**config.mk**
```make
export PLATFORM = sky130hd
export DESIGN_NAME = sccb_reg_slave_flat
export DESIGN_NICKNAME = d
export VERILOG_FILES = /design/src/rtl/sccb_reg_slave_if.sv /design/src/rtl/sccb_reg_slave.sv /design/src/flat_wrapper.sv
export SDC_FILE = /design/constraint.sdc
export NUM_CORES = 1
export LEC_CHECK = 0
export CAP_MARGIN = 15
export CORE_MARGIN = 2
export CORE_UTILIZATION = 38
export CTS_CLUSTER_DIAMETER = 40
export DETAILED_ROUTE_END_ITERATION = 10
export SLEW_MARGIN = 20
export SYNTH_ARGS = -nofsm -noshare
export SYNTH_HDL_FRONTEND = slang
export SYNTH_SLANG_ARGS = --single-unit
```
**constraint.sdc**
```tcl
create_clock -name clk -period 27.2 [get_ports clk]
set_input_delay 5.44 -clock clk [delete_from_list [all_inputs] [get_ports clk]]
set_output_delay 5.44 -clock clk [all_outputs]
set_load 0.005 [all_outputs]
```
**src/rtl/sccb_reg_slave_if.sv**
```systemverilog
// SCCB pin bundle between a bus master (or pad model) and the register responder.
// The master side owns both pin levels; the slave only reports its open-drain pull-down.
interface sccb_reg_slave_if;
    logic scl_in;
    logic sda_in;
    logic sda_oe;

    modport master (output scl_in, output sda_in, input sda_oe);
    modport slave  (input scl_in, input sda_in, output sda_oe);
endinterface

```
**src/rtl/sccb_reg_slave.sv**
```systemverilog
// SCCB camera-side responder: 3-phase write / 2-phase read into an 8-bit register file.
//   state     | meaning
//   IDLE      | bus free, waiting for start
//   ID        | shifting in device ID + R/W bit
//   ID_ACK    | driving ACK for our ID
//   SUB       | shifting in subaddress
//   SUB_ACK   | driving ACK for subaddress
//   WDATA     | shifting in write data
//   WDATA_ACK | driving ACK for write data
//   RDATA     | driving read data, MSB first
//   RNACK     | master's NA bit, ignored
//   IGNORE    | not addressed or transfer over; wait for start/stop
module sccb_reg_slave #(
    parameter logic [6:0] DEV_ID = 7'h21,
    parameter int         ADDR_W = 6
) (
    input  logic              clk,
    input  logic              reset,
    sccb_reg_slave_if.slave   sccb,
    output logic              wr_valid,
    output logic [7:0]        wr_addr,
    output logic [7:0]        wr_data,
    input  logic [ADDR_W-1:0] sys_addr,
    output logic [7:0]        sys_rdata,
    output logic              busy
);
    localparam int DEPTH = 1 << ADDR_W;

    typedef enum logic [3:0] {
        IDLE, ID, ID_ACK, SUB, SUB_ACK, WDATA, WDATA_ACK, RDATA, RNACK, IGNORE
    } state_t;

    state_t      state;
    logic        scl_s1, scl_s2, scl_prev;
    logic        sda_s1, sda_s2, sda_prev;
    logic [7:0]  shift;
    logic [7:0]  sub_latched;
    logic [2:0]  bit_cnt;
    logic        byte_full;
    logic        rw;
    logic        sda_oe_q;
    logic [7:0]  regfile [DEPTH];

    logic        scl_rise, scl_fall, sda_rise, sda_fall;
    logic        start_det, stop_det;
    logic        in_range;
    logic [7:0]  rd_byte;

    // Synchronizers reset to 1 so a released bus does not look like an edge.
    always_ff @(posedge clk or posedge reset) begin
        if (reset) begin
            scl_s1   <= 1'b1;
            scl_s2   <= 1'b1;
            scl_prev <= 1'b1;
            sda_s1   <= 1'b1;
            sda_s2   <= 1'b1;
            sda_prev <= 1'b1;
        end else begin
            scl_s1   <= sccb.scl_in;
            scl_s2   <= scl_s1;
            scl_prev <= scl_s2;
            sda_s1   <= sccb.sda_in;
            sda_s2   <= sda_s1;
            sda_prev <= sda_s2;
        end
    end

    assign scl_rise  = scl_s2 & ~scl_prev;
    assign scl_fall  = ~scl_s2 & scl_prev;
    assign sda_rise  = sda_s2 & ~sda_prev;
    assign sda_fall  = ~sda_s2 & sda_prev;
    assign start_det = sda_fall & scl_s2;
    assign stop_det  = sda_rise & scl_s2;

    assign in_range  = (sub_latched >> ADDR_W) == 8'd0;
    assign rd_byte   = in_range ? regfile[sub_latched[ADDR_W-1:0]] : 8'h00;
    assign sys_rdata = regfile[sys_addr];
    assign sccb.sda_oe = sda_oe_q;

    always_ff @(posedge clk or posedge reset) begin
        if (reset) begin
            state       <= IDLE;
            shift       <= 8'h00;
            sub_latched <= 8'h00;
            bit_cnt     <= 3'd0;
            byte_full   <= 1'b0;
            rw          <= 1'b0;
            sda_oe_q    <= 1'b0;
            busy        <= 1'b0;
            wr_valid    <= 1'b0;
            wr_addr     <= 8'h00;
            wr_data     <= 8'h00;
            regfile     <= '{default: 8'h00};
        end else begin
            wr_valid <= 1'b0;
            if (start_det) begin
                state     <= ID;
                bit_cnt   <= 3'd0;
                byte_full <= 1'b0;
                sda_oe_q  <= 1'b0;
                busy      <= 1'b1;
            end else if (stop_det) begin
                state     <= IDLE;
                bit_cnt   <= 3'd0;
                byte_full <= 1'b0;
                sda_oe_q  <= 1'b0;
                busy      <= 1'b0;
            end else begin
                // byte_full marks the 8th rise so the fall right after start is not mistaken for it
                if (scl_rise && (state == ID || state == SUB || state == WDATA || state == RDATA)) begin
                    bit_cnt <= bit_cnt + 3'd1;
                    if (bit_cnt == 3'd7) byte_full <= 1'b1;
                    if (state != RDATA) shift <= {shift[6:0], sda_s2};
                end
                case (state)
                    ID: if (scl_fall && byte_full) begin
                        byte_full <= 1'b0;
                        rw        <= shift[0];
                        if (shift[7:1] == DEV_ID) begin
                            state    <= ID_ACK;
                            sda_oe_q <= 1'b1;
                        end else begin
                            state    <= IGNORE;
                            sda_oe_q <= 1'b0;
                        end
                    end
                    ID_ACK: if (scl_fall) begin
                        bit_cnt <= 3'd0;
                        if (rw) begin
                            state    <= RDATA;
                            shift    <= rd_byte;
                            sda_oe_q <= ~rd_byte[7];
                        end else begin
                            state    <= SUB;
                            sda_oe_q <= 1'b0;
                        end
                    end
                    SUB: if (scl_fall && byte_full) begin
                        byte_full   <= 1'b0;
                        sub_latched <= shift;
                        state       <= SUB_ACK;
                        sda_oe_q    <= 1'b1;
                    end
                    SUB_ACK: if (scl_fall) begin
                        state    <= WDATA;
                        sda_oe_q <= 1'b0;
                    end
                    WDATA: if (scl_fall && byte_full) begin
                        byte_full <= 1'b0;
                        state     <= WDATA_ACK;
                        sda_oe_q  <= 1'b1;
                        if (in_range) begin
                            regfile[sub_latched[ADDR_W-1:0]] <= shift;
                            wr_valid <= 1'b1;
                            wr_addr  <= sub_latched;
                            wr_data  <= shift;
                        end
                    end
                    WDATA_ACK: if (scl_fall) begin
                        state    <= IGNORE;
                        sda_oe_q <= 1'b0;
                    end
                    RDATA: if (scl_fall) begin
                        if (byte_full) begin
                            byte_full <= 1'b0;
                            state     <= RNACK;
                            sda_oe_q  <= 1'b0;
                        end else begin
                            shift    <= {shift[6:0], 1'b0};
                            sda_oe_q <= ~shift[6];
                        end
                    end
                    RNACK:  if (scl_rise) state <= IGNORE;
                    IGNORE: sda_oe_q <= 1'b0;
                    default: ;
                endcase
            end
        end
    end
endmodule
```
**src/flat_wrapper.sv**
```systemverilog
// flat-port wrapper written by rule: the top's interface ports become plain ports
module sccb_reg_slave_flat 
#(
    parameter logic [6:0] DEV_ID = 7'h21,
    parameter int         ADDR_W = 6
)
  (clk, reset, wr_valid, wr_addr, wr_data, sys_addr, sys_rdata, busy, sccb_scl_in, sccb_sda_in, sccb_sda_oe);
  sccb_reg_slave_if sccb_i ();
  input  logic clk;
  input  logic reset;
  output logic wr_valid;
  output logic [7:0] wr_addr;
  output logic [7:0] wr_data;
  input  logic [ADDR_W-1:0] sys_addr;
  output logic [7:0] sys_rdata;
  output logic busy;
  input wire logic [$bits(sccb_i.scl_in)-1:0] sccb_scl_in;
  input wire logic [$bits(sccb_i.sda_in)-1:0] sccb_sda_in;
  output wire logic [$bits(sccb_i.sda_oe)-1:0] sccb_sda_oe;
  assign sccb_i.scl_in = sccb_scl_in;
  assign sccb_i.sda_in = sccb_sda_in;
  assign sccb_sda_oe = sccb_i.sda_oe;
  sccb_reg_slave #(.DEV_ID(DEV_ID), .ADDR_W(ADDR_W)) u_core (.clk(clk), .reset(reset), .sccb(sccb_i), .wr_valid(wr_valid), .wr_addr(wr_addr), .wr_data(wr_data), .sys_addr(sys_addr), .sys_rdata(sys_rdata), .busy(busy));
endmodule
```
==> impl_metrics.ini, run 1 <==
[setup_path]
r2r_end = u_core.regfile[368]
path_depth = 6
crit_arrival_ns = 9.13
crit_chain = buf_6 > buf_4 > mux4_2 > mux4_2 > mux4_2 > clkdlybuf4s50_1
path_max_fanout = 73
r2r_slack_ns = 23.11
max_stage_delay_ns = 0.79
r2r_cells = 5
worstSetupEndpoint = sys_rdata[1]
crit_type = in2out
cp-start-kind = input port
critPathRequiredTime_ns = 21.76
endpoint_kind = output pin
crit_top_cell = mux4_2
crit_buf_inv = 3
cp-startpoint = sys_addr[1]
reg2reg_from = u_core.sub_latched[1]
cp_top_family = buffers and inverters
slowest_stage = buf_4

[synthesis]
yosysSeqAreaShare_pct = 46.75
ys_seq_elements = 562
synth_top_cell_by_area = dfrtp_1
synth.distinct_cells = 79
synth_edf_count = 0
async_flop_share_pct = 100.0
syn_nets = 2177
syn_inst = 2165
postSynthAreaPerCell_um2 = 13.90
yosysTopAreaCellShare_pct = 46.23
synth_ff_type = dfrtp_1
netlist_area_mm2 = 0.03010
synth.area.top_cells = dfrtp_1 (46%), mux2_2 (19%), mux4_2 (15%), a221oi_1 (2.0%), mux2i_1 (1.9%)
ys.warnings.count = 0

[clock_network]
cts_hold_buf = 0
clk_latency_ns = 0.63
clock_sinks = 562
h-tree-depth = 3
cts_root_buf = clkbuf_16
post_cts_resized = 0
numCtsBuffers = 81
clkTransAtPathRegs_ns = 0.06
cts_buffer_depth = 3
cts_tree = done
post_cts_buffers = 0

[route]
drt_iter0_markers = 2589
drt-total-wl_um = 102300
ant_nets = 0
wl_per_cell_um = 31.47
via_per_inst = 6.431
drc_errors = 0
dr.pass1.iters = 5
vias = 20900

[flow_run]
maxCapViolCount = 0

[die]
die_area_mm2 = 0.08148
rows = 103
design.core.area_mm2 = 0.07874
chipWidth_um = 285.4
pin_count = 37
die_h_um = 285.4
start_util_pct = 38.22

[layout]
area_growth_pct = 14.01
final_cells = 3250
num-nets-final = 2144
stdcell_area_mm2 = 0.03432
final_layout_size_suffix_gt1_share_pct = 44.52
fillerInstances = 6988
layout_commonest_cell = dfrtp_1
final_cell_mix = dfrtp_1 (545), mux2_2 (507), mux4_2 (202)

[global_route]
grt_max_degree = 116
grt_overflow = 0
grt_pass1_wl_um = 152100
grt.total_usage_pct = 25.31
antenna_found_initial = 5
grt_pass1_vias = 21520

[timing]
rsz0062_at_grt = no
worstMarginPinSlew_ns = 1.075
setup_viol = 0
finalHoldViolations = 0
slew_headroom_pct = 27.41
tns_ns = 0
worst_clock_skew_ns = 0.02348
fmax_mhz = 68.64
post-route-period-util_pct = 53.56
slew_violations = 0
fin_crit_ns = 14.57
holdWs_ns = 0.3549

[placed_design]
gp_congestion = 0.9349
dp.cells = 3099
hpwl_um = 66050
dpl_cell_area_mm2 = 0.03134
portBuffers = 36

[worst_hold_path]
hp-class = reg2reg

[pwr]
leakage_nw = 15.45
cellPowerDensity_mw_per_mm2 = 59.90
power_mw = 2.055
vdd_drop_max_uv = 40.97

[run_status]
status = finished, final reports clean
## synthesized netlist by cell type (11+ instances only)
cell,number
a21oi_1,46
nor2_1,45
dfrtp_1,556
or2_2,11
mux2_2,507
o221ai_1,13
a22oi_1,31
nand2_1,127
o21ai_0,34
mux2i_1,57
mux4_2,202
nor2b_1,11
nand2b_1,13
nor2_2,12
o22ai_1,26
mux2_1,50
buf_2,47
a221oi_1,68
clkbuf_1,123
buf_1,20
## kinds of logic (layout without fill, tap and decap cells)
group / Yosys count / count (layout) / share of synthesized area [%]
mux: 816 / 816 / 37.85
flops: 562 / 562 / 46.75
compound gates: 291 / 291 / 7.029
simple gates: 290 / 290 / 5.466
buf+inv: 202 / 236 / 2.764
fa+ha+maj: 2 / 2 / 0.08313
xor+xnor: 2 / 2 / 0.05821
other cells: 0 / 1 / 0
## power by group
part	leakage [nW]	total (mW)	switching (mW)	internal, mW
Clock	1.43	1.15	0.428	0.719
Combinational	6.21	0.0657	0.0484	0.0173
Sequential	7.81	0.843	0.00342	0.839
Total	15.5	2.06	0.479	1.58
## per-layer routing
layer / share of wire (%) / vias up / GRT usage, % / wire length (um)
met1: 39 / 11030 / 32.49 / 39620
met2: 44 / 1237 / 37.79 / 45310
li1: - / 8323 / - / -
met4: 6.2 / 8 / 14.97 / 6317
met3: 11 / 304 / 7.735 / 10930
met5: 0.088 / - / 0.4070 / 90
## registers in the layout (all words and copies together) (netlist names)
name	cells
u_core.bit_cnt	3
u_core.busy	1
u_core.byte_full	1
u_core.regfile	512
u_core.rw	1
u_core.sccb.sda_oe	1
u_core.scl_prev	1
u_core.scl_s1	1
u_core.scl_s2	1
u_core.sda_prev	1
u_core.sda_s1	1
u_core.sda_s2	1
u_core.shift	8
u_core.state	4
u_core.sub_latched	8
u_core.wr_addr	8
u_core.wr_data	8
u_core.wr_valid	1
## through the flow
| stage | utilization [%] | worst slack [ns] |
|---|---|---|
| 3_5_place_dp | 39.80 | 12.67 |
| 3_3_place_gp | 39.79 | 12.79 |
| 4_1_cts | 43.57 | 12.66 |
| 5_1_grt | 43.58 | 12.52 |
| 2_1_floorplan | - | 6.052 |
| 6_report | 43.58 | 12.63 |
## cell type report
cell class              count  area [um^2]  area share (%)
inverters                   8        37.54          0.1094
multi-input cells        1401        15230           44.37
clock buffers              99         2270           6.614
flip-flops and latches    562        14090           41.07
diodes                      1        2.502        0.007292
repair buffers             78        674.4           1.965
clock inverters            51        700.7           2.042
well taps                1050         1314           3.828
## worst min-delay path by stage
stage,from,endpoint,slack (ns),cells after the start
after floorplan,u_core.scl_s1,u_core.scl_s2,0.35,0
after global placement,u_core.sda_s1,u_core.sda_s2,0.35,0
after detailed placement,u_core.scl_s1,u_core.scl_s2,0.35,0
after CTS,u_core.sda_s1,u_core.sda_s2,0.36,0
after global routing,u_core.sda_s1,u_core.sda_s2,0.36,0
final,u_core.sda_s1,u_core.sda_s2,0.35,0
(Power assumes the default switching activity.)
==> inputs of run 2 (changes only) <==
- clock period: 27.2 -> 12.6 ns (I/O delays scaled with it)
==> run 2 against run 1 <==
Net effect: sequential power up 120%; critical path depth unchanged; cell area rose by 0.41%; routed wire length grew 1.7%; first-iteration DRC count down 7.3%; critical endpoint is now sys_rdata[0]; largest cell class unchanged; combinational power rose by 110%; worst setup slack got worse by 8.6 ns; cell count increased by 0.68%; core utilization rose by 0.18 points; hold slack improved by 0.0029 ns; non-clock buffer count rose by 5.
==> impl_metrics.ini, run 2 (synthesis gave the netlist of run 1 again) <==
[run_status]
status = finished, final reports clean

[layout]
multi_input_area_mm2 = 0.01522
largest_reg_flops = 512
stdcell_area_mm2 = 0.03446
layout_commonest_cell = dfrtp_1
fillerInstances = 6966
num-nets-final = 2157
final_layout_size_suffix_gt1_share_pct = 44.56
regMostFlops = u_core.regfile
seq_area_mm2 = 0.01409
area_growth_pct = 14.48
final_cells = 3272
fin_util_pct = 43.76
final_cell_mix = dfrtp_1 (545), mux2_2 (507), mux4_2 (202)

[timing]
fmax_mhz = 116.3
rsz0062_at_grt = no
finalHoldViolations = 0
fin_crit_ns = 8.600
tns_ns = 0
setup_ws_ns = 4.000
slew_headroom_pct = 30.13
setup_viol = 0
post-route-period-util_pct = 68.25
slew_violations = 0
holdWs_ns = 0.3578
worstMarginPinSlew_ns = 1.046
worst_clock_skew_ns = 0.03438

[setup_path]
max_stage_delay_ns = 0.81
r2r_end = u_core.shift[2]
cp-start-kind = input port
reg2reg_from = u_core.sub_latched[2]
path_max_fanout = 48
cp-startpoint = sys_addr[0]
crit_type = in2out
endpoint_kind = output pin
critPathRequiredTime_ns = 10.08
r2r_slack_ns = 8.19
crit_chain = clkbuf_8 > buf_4 > mux4_2 > mux4_2 > mux4_2 > clkdlybuf4s50_1
path_depth = 6
slowest_stage = buf_4
cp_top_family = multiplexers
crit_buf_inv = 3
r2r_cells = 8
worstSetupEndpoint = sys_rdata[0]
crit_arrival_ns = 6.08
crit_top_cell = mux4_2

[route]
vias = 21080
dr.pass1.iters = 6
drc_errors = 0
ant_nets = 0
drt_iter0_markers = 2400
drt-total-wl_um = 104000
wl_per_cell_um = 31.79
via_per_inst = 6.441

[die]
die_h_um = 285.4
pin_count = 37
rows = 103
design.core.area_mm2 = 0.07874
chipWidth_um = 285.4
die_area_mm2 = 0.08148
start_util_pct = 38.22

[clock_network]
post_cts_resized = 0
cts_tree = done
cts_hold_buf = 0
post_cts_buffers = 0
clock_sinks = 562
cts_root_buf = clkbuf_16
clkTransAtPathRegs_ns = 0.06
h-tree-depth = 3
cts_buffer_depth = 3
numCtsBuffers = 89
clk_latency_ns = 0.66

[global_route]
grt_pass1_wl_um = 152500
grt_pass1_vias = 21600
grt_overflow = 0
grt.total_usage_pct = 25.49
antenna_found_initial = 7
grt_max_degree = 169

[worst_hold_path]
hp-class = reg2reg
hold_path_depth = 0
hold_path_startpoint = u_core.scl_s1

[flow_run]
maxCapViolCount = 0

[pwr]
leakage_nw = 15.53
vdd_drop_max_uv = 88.83
power_mw = 4.452
cellPowerDensity_mw_per_mm2 = 129.2

[placed_design]
dpl_cell_area_mm2 = 0.03139
pre_cts_slack_ns = 3.971
hpwl_um = 66250
portBuffers = 36
dp.cells = 3104
gp_congestion = 0.9407
run 2: how the worst min path moves through the flow:
stage | endpoint | slack (ns)
2_1_floorplan | u_core.scl_s2 | 0.35
5_1_grt | u_core.scl_s2 | 0.36
3_3_place_gp | u_core.scl_s2 | 0.35
6_report | u_core.scl_s2 | 0.36
4_1_cts | u_core.scl_s2 | 0.36
3_5_place_dp | u_core.scl_s2 | 0.35
run 2: layout make-up:
cell class | count | area share (%)
diodes | 5 | 0.03631
clock inverters | 51 | 1.761
clock buffers | 112 | 7.095
multi-input cells | 1401 | 44.17
well taps | 1050 | 3.813
repair buffers | 83 | 2.128
flip-flops and latches | 562 | 40.90
inverters | 8 | 0.09804
run 2: metal layers:
layer	track usage [%]	routed length, um	vias up
li1	-	-	8372
met1	33.31	40990	11110
met2	38.48	46830	1268
met3	7.448	10450	323
met4	13.31	5693	4
met5	0	30	-
run 2: where the power goes:
part	switching [mW]	internal, mW	total, mW
clock	0.975	1.51	2.49
sequential	0.00948	1.81	1.82
combinational	0.104	0.0378	0.141
==> inputs of run 3 (changes only) <==
- clock period: 12.6 -> 7.25 ns (I/O delays scaled with it)
==> run 3 against run 2 <==
Net effect: count of clock-buffer cells in the layout shrank 9; first-iteration DRC count shrank 3.0%; cell count shrank 0.12%; cell area is essentially flat; sequential power grew 75%; core utilization is essentially flat; non-clock buffer count grew 1; hold slack is essentially flat; via count grew 0.21%; combinational power grew 66%; largest cell class unchanged.
==> impl_metrics.ini, run 3 (synthesis gave the netlist of run 1 again) <==
[layout]
area_growth_pct = 14.47
multi_input_area_mm2 = 0.01522
final_cell_mix = dfrtp_1 (545), mux2_2 (507), mux4_2 (202)
regMostFlops = u_core.regfile
final_layout_size_suffix_gt1_share_pct = 44.72
fillerInstances = 6977
fin_util_pct = 43.76
largest_reg_flops = 512
num-nets-final = 2156
seq_area_mm2 = 0.01409
final_cells = 3268
layout_commonest_cell = dfrtp_1

[die]
pin_count = 37
chipWidth_um = 285.4
die_area_mm2 = 0.08148
rows = 103
start_util_pct = 38.22
design.core.area_mm2 = 0.07874
die_h_um = 285.4

[run_status]
status = finished, final reports clean

[clock_network]
cts_root_buf = clkbuf_16
cts_buffer_depth = 3
clk_latency_ns = 0.65
h-tree-depth = 3
cts_hold_buf = 0
clock_sinks = 562
clkTransAtPathRegs_ns = 0.06
cts_tree = done
numCtsBuffers = 87
post_cts_resized = 0
post_cts_buffers = 0

[route]
drc_errors = 0
wl_per_cell_um = 31.68
dr_wl_met2_um = 45060
via_per_inst = 6.462
drt-met1-wl_um = 40520
vias = 21120
dr.pass1.iters = 8
dr.max_layer_used = met5
route.met3.wl_um = 11530
ant_nets = 0
drt_iter0_markers = 2327
drt-total-wl_um = 103500

[timing]
worst_clock_skew_ns = 0.03314
fmax_mhz = 167.9
post-route-period-util_pct = 82.13
finalHoldViolations = 0
fin_crit_ns = 5.955
slew_violations = 0
rsz0062_at_grt = no
slew_headroom_pct = 19.50
worstMarginPinSlew_ns = 1.198
setup_ws_ns = 1.295
setup_viol = 0

[setup_path]
crit_arrival_ns = 4.50
cp-start-kind = input port
crit_chain = clkbuf_8 > buf_12 > mux4_2 > mux4_2 > mux4_2 > clkdlybuf4s50_1
slowest_stage = mux4_2
max_stage_delay_ns = 0.56
endpoint_kind = output pin
crit_buf_inv = 3
critPathRequiredTime_ns = 5.80
crit_top_cell = mux4_2
cp_top_family = multiplexers
crit_type = in2out
path_max_fanout = 45

[global_route]
grt_pass1_vias = 21720
antenna_found_initial = 5
grt_overflow = 0
grt_pass1_wl_um = 153800
grt.total_usage_pct = 25.62
grt_max_degree = 144

[pwr]
cellPowerDensity_mw_per_mm2 = 222.5
leakage_nw = 15.51
vdd_drop_max_uv = 164.2

[worst_hold_path]
hp-class = reg2reg

[placed_design]
dp.cells = 3105
gp_congestion = 0.9657
hpwl_um = 68500
pre_cts_slack_ns = 1.268
portBuffers = 36

[flow_run]
maxCapViolCount = 0
## run 3: metal layers
metal / vias up / track usage (%)
met5: - / 0.2907
met4: 10 / 14.38
met3: 351 / 8.477
li1: 8366 / -
met1: 11020 / 33.36
met2: 1371 / 37.58
## run 3: per-stage QoR
stage                     total power [mW]  setup TNS [ns]  instance area, um^2  hold slack [ns]
after floorplan                      3.395        -1026.82                30100           0.3452
after global placement               3.465               0                31460           0.3495
after detailed placement             3.473               0                31460           0.3473
after CTS                            7.734               0                34450           0.3590
after global routing                 7.903               0                34450           0.3604
final                                7.665               0                34460           0.3576
## run 3: final timing paths
kind,cells past startpoint,slack (ns),end,startpoint
worst min-delay path,0,0.36,u_core.scl_s2,u_core.scl_s1
max in group asynchronous,4,4.38,u_core.regfile[49],reset
min in group asynchronous,2,1.34,u_core.regfile[152],reset
worst max-delay path,6,1.30,sys_rdata[0],sys_addr[0]
worst max register to register,8,2.74,u_core.shift[5],u_core.sub_latched[2]
worst min register to register,0,0.36,u_core.scl_s2,u_core.scl_s1
## run 3: where the power goes
part | leakage [nW] | total [mW] | switching (mW) | internal [mW]
clock | 1.44 | 4.25 | 1.67 | 2.58
sequential | 7.81 | 3.18 | 0.0318 | 3.15
combinational | 6.27 | 0.234 | 0.164 | 0.0693
total | 15.5 | 7.66 | 1.87 | 5.79
## run 3: cell type report
class	count	area share, %
Antenna cell	2	0.01453
Clock inverter	58	1.917
Tap cell	1050	3.813
Clock buffer	103	6.758
Inverter	8	0.09805
Timing Repair Buffer	84	2.339
Sequential cell	562	40.90
Multi-Input combinational cell	1401	44.16
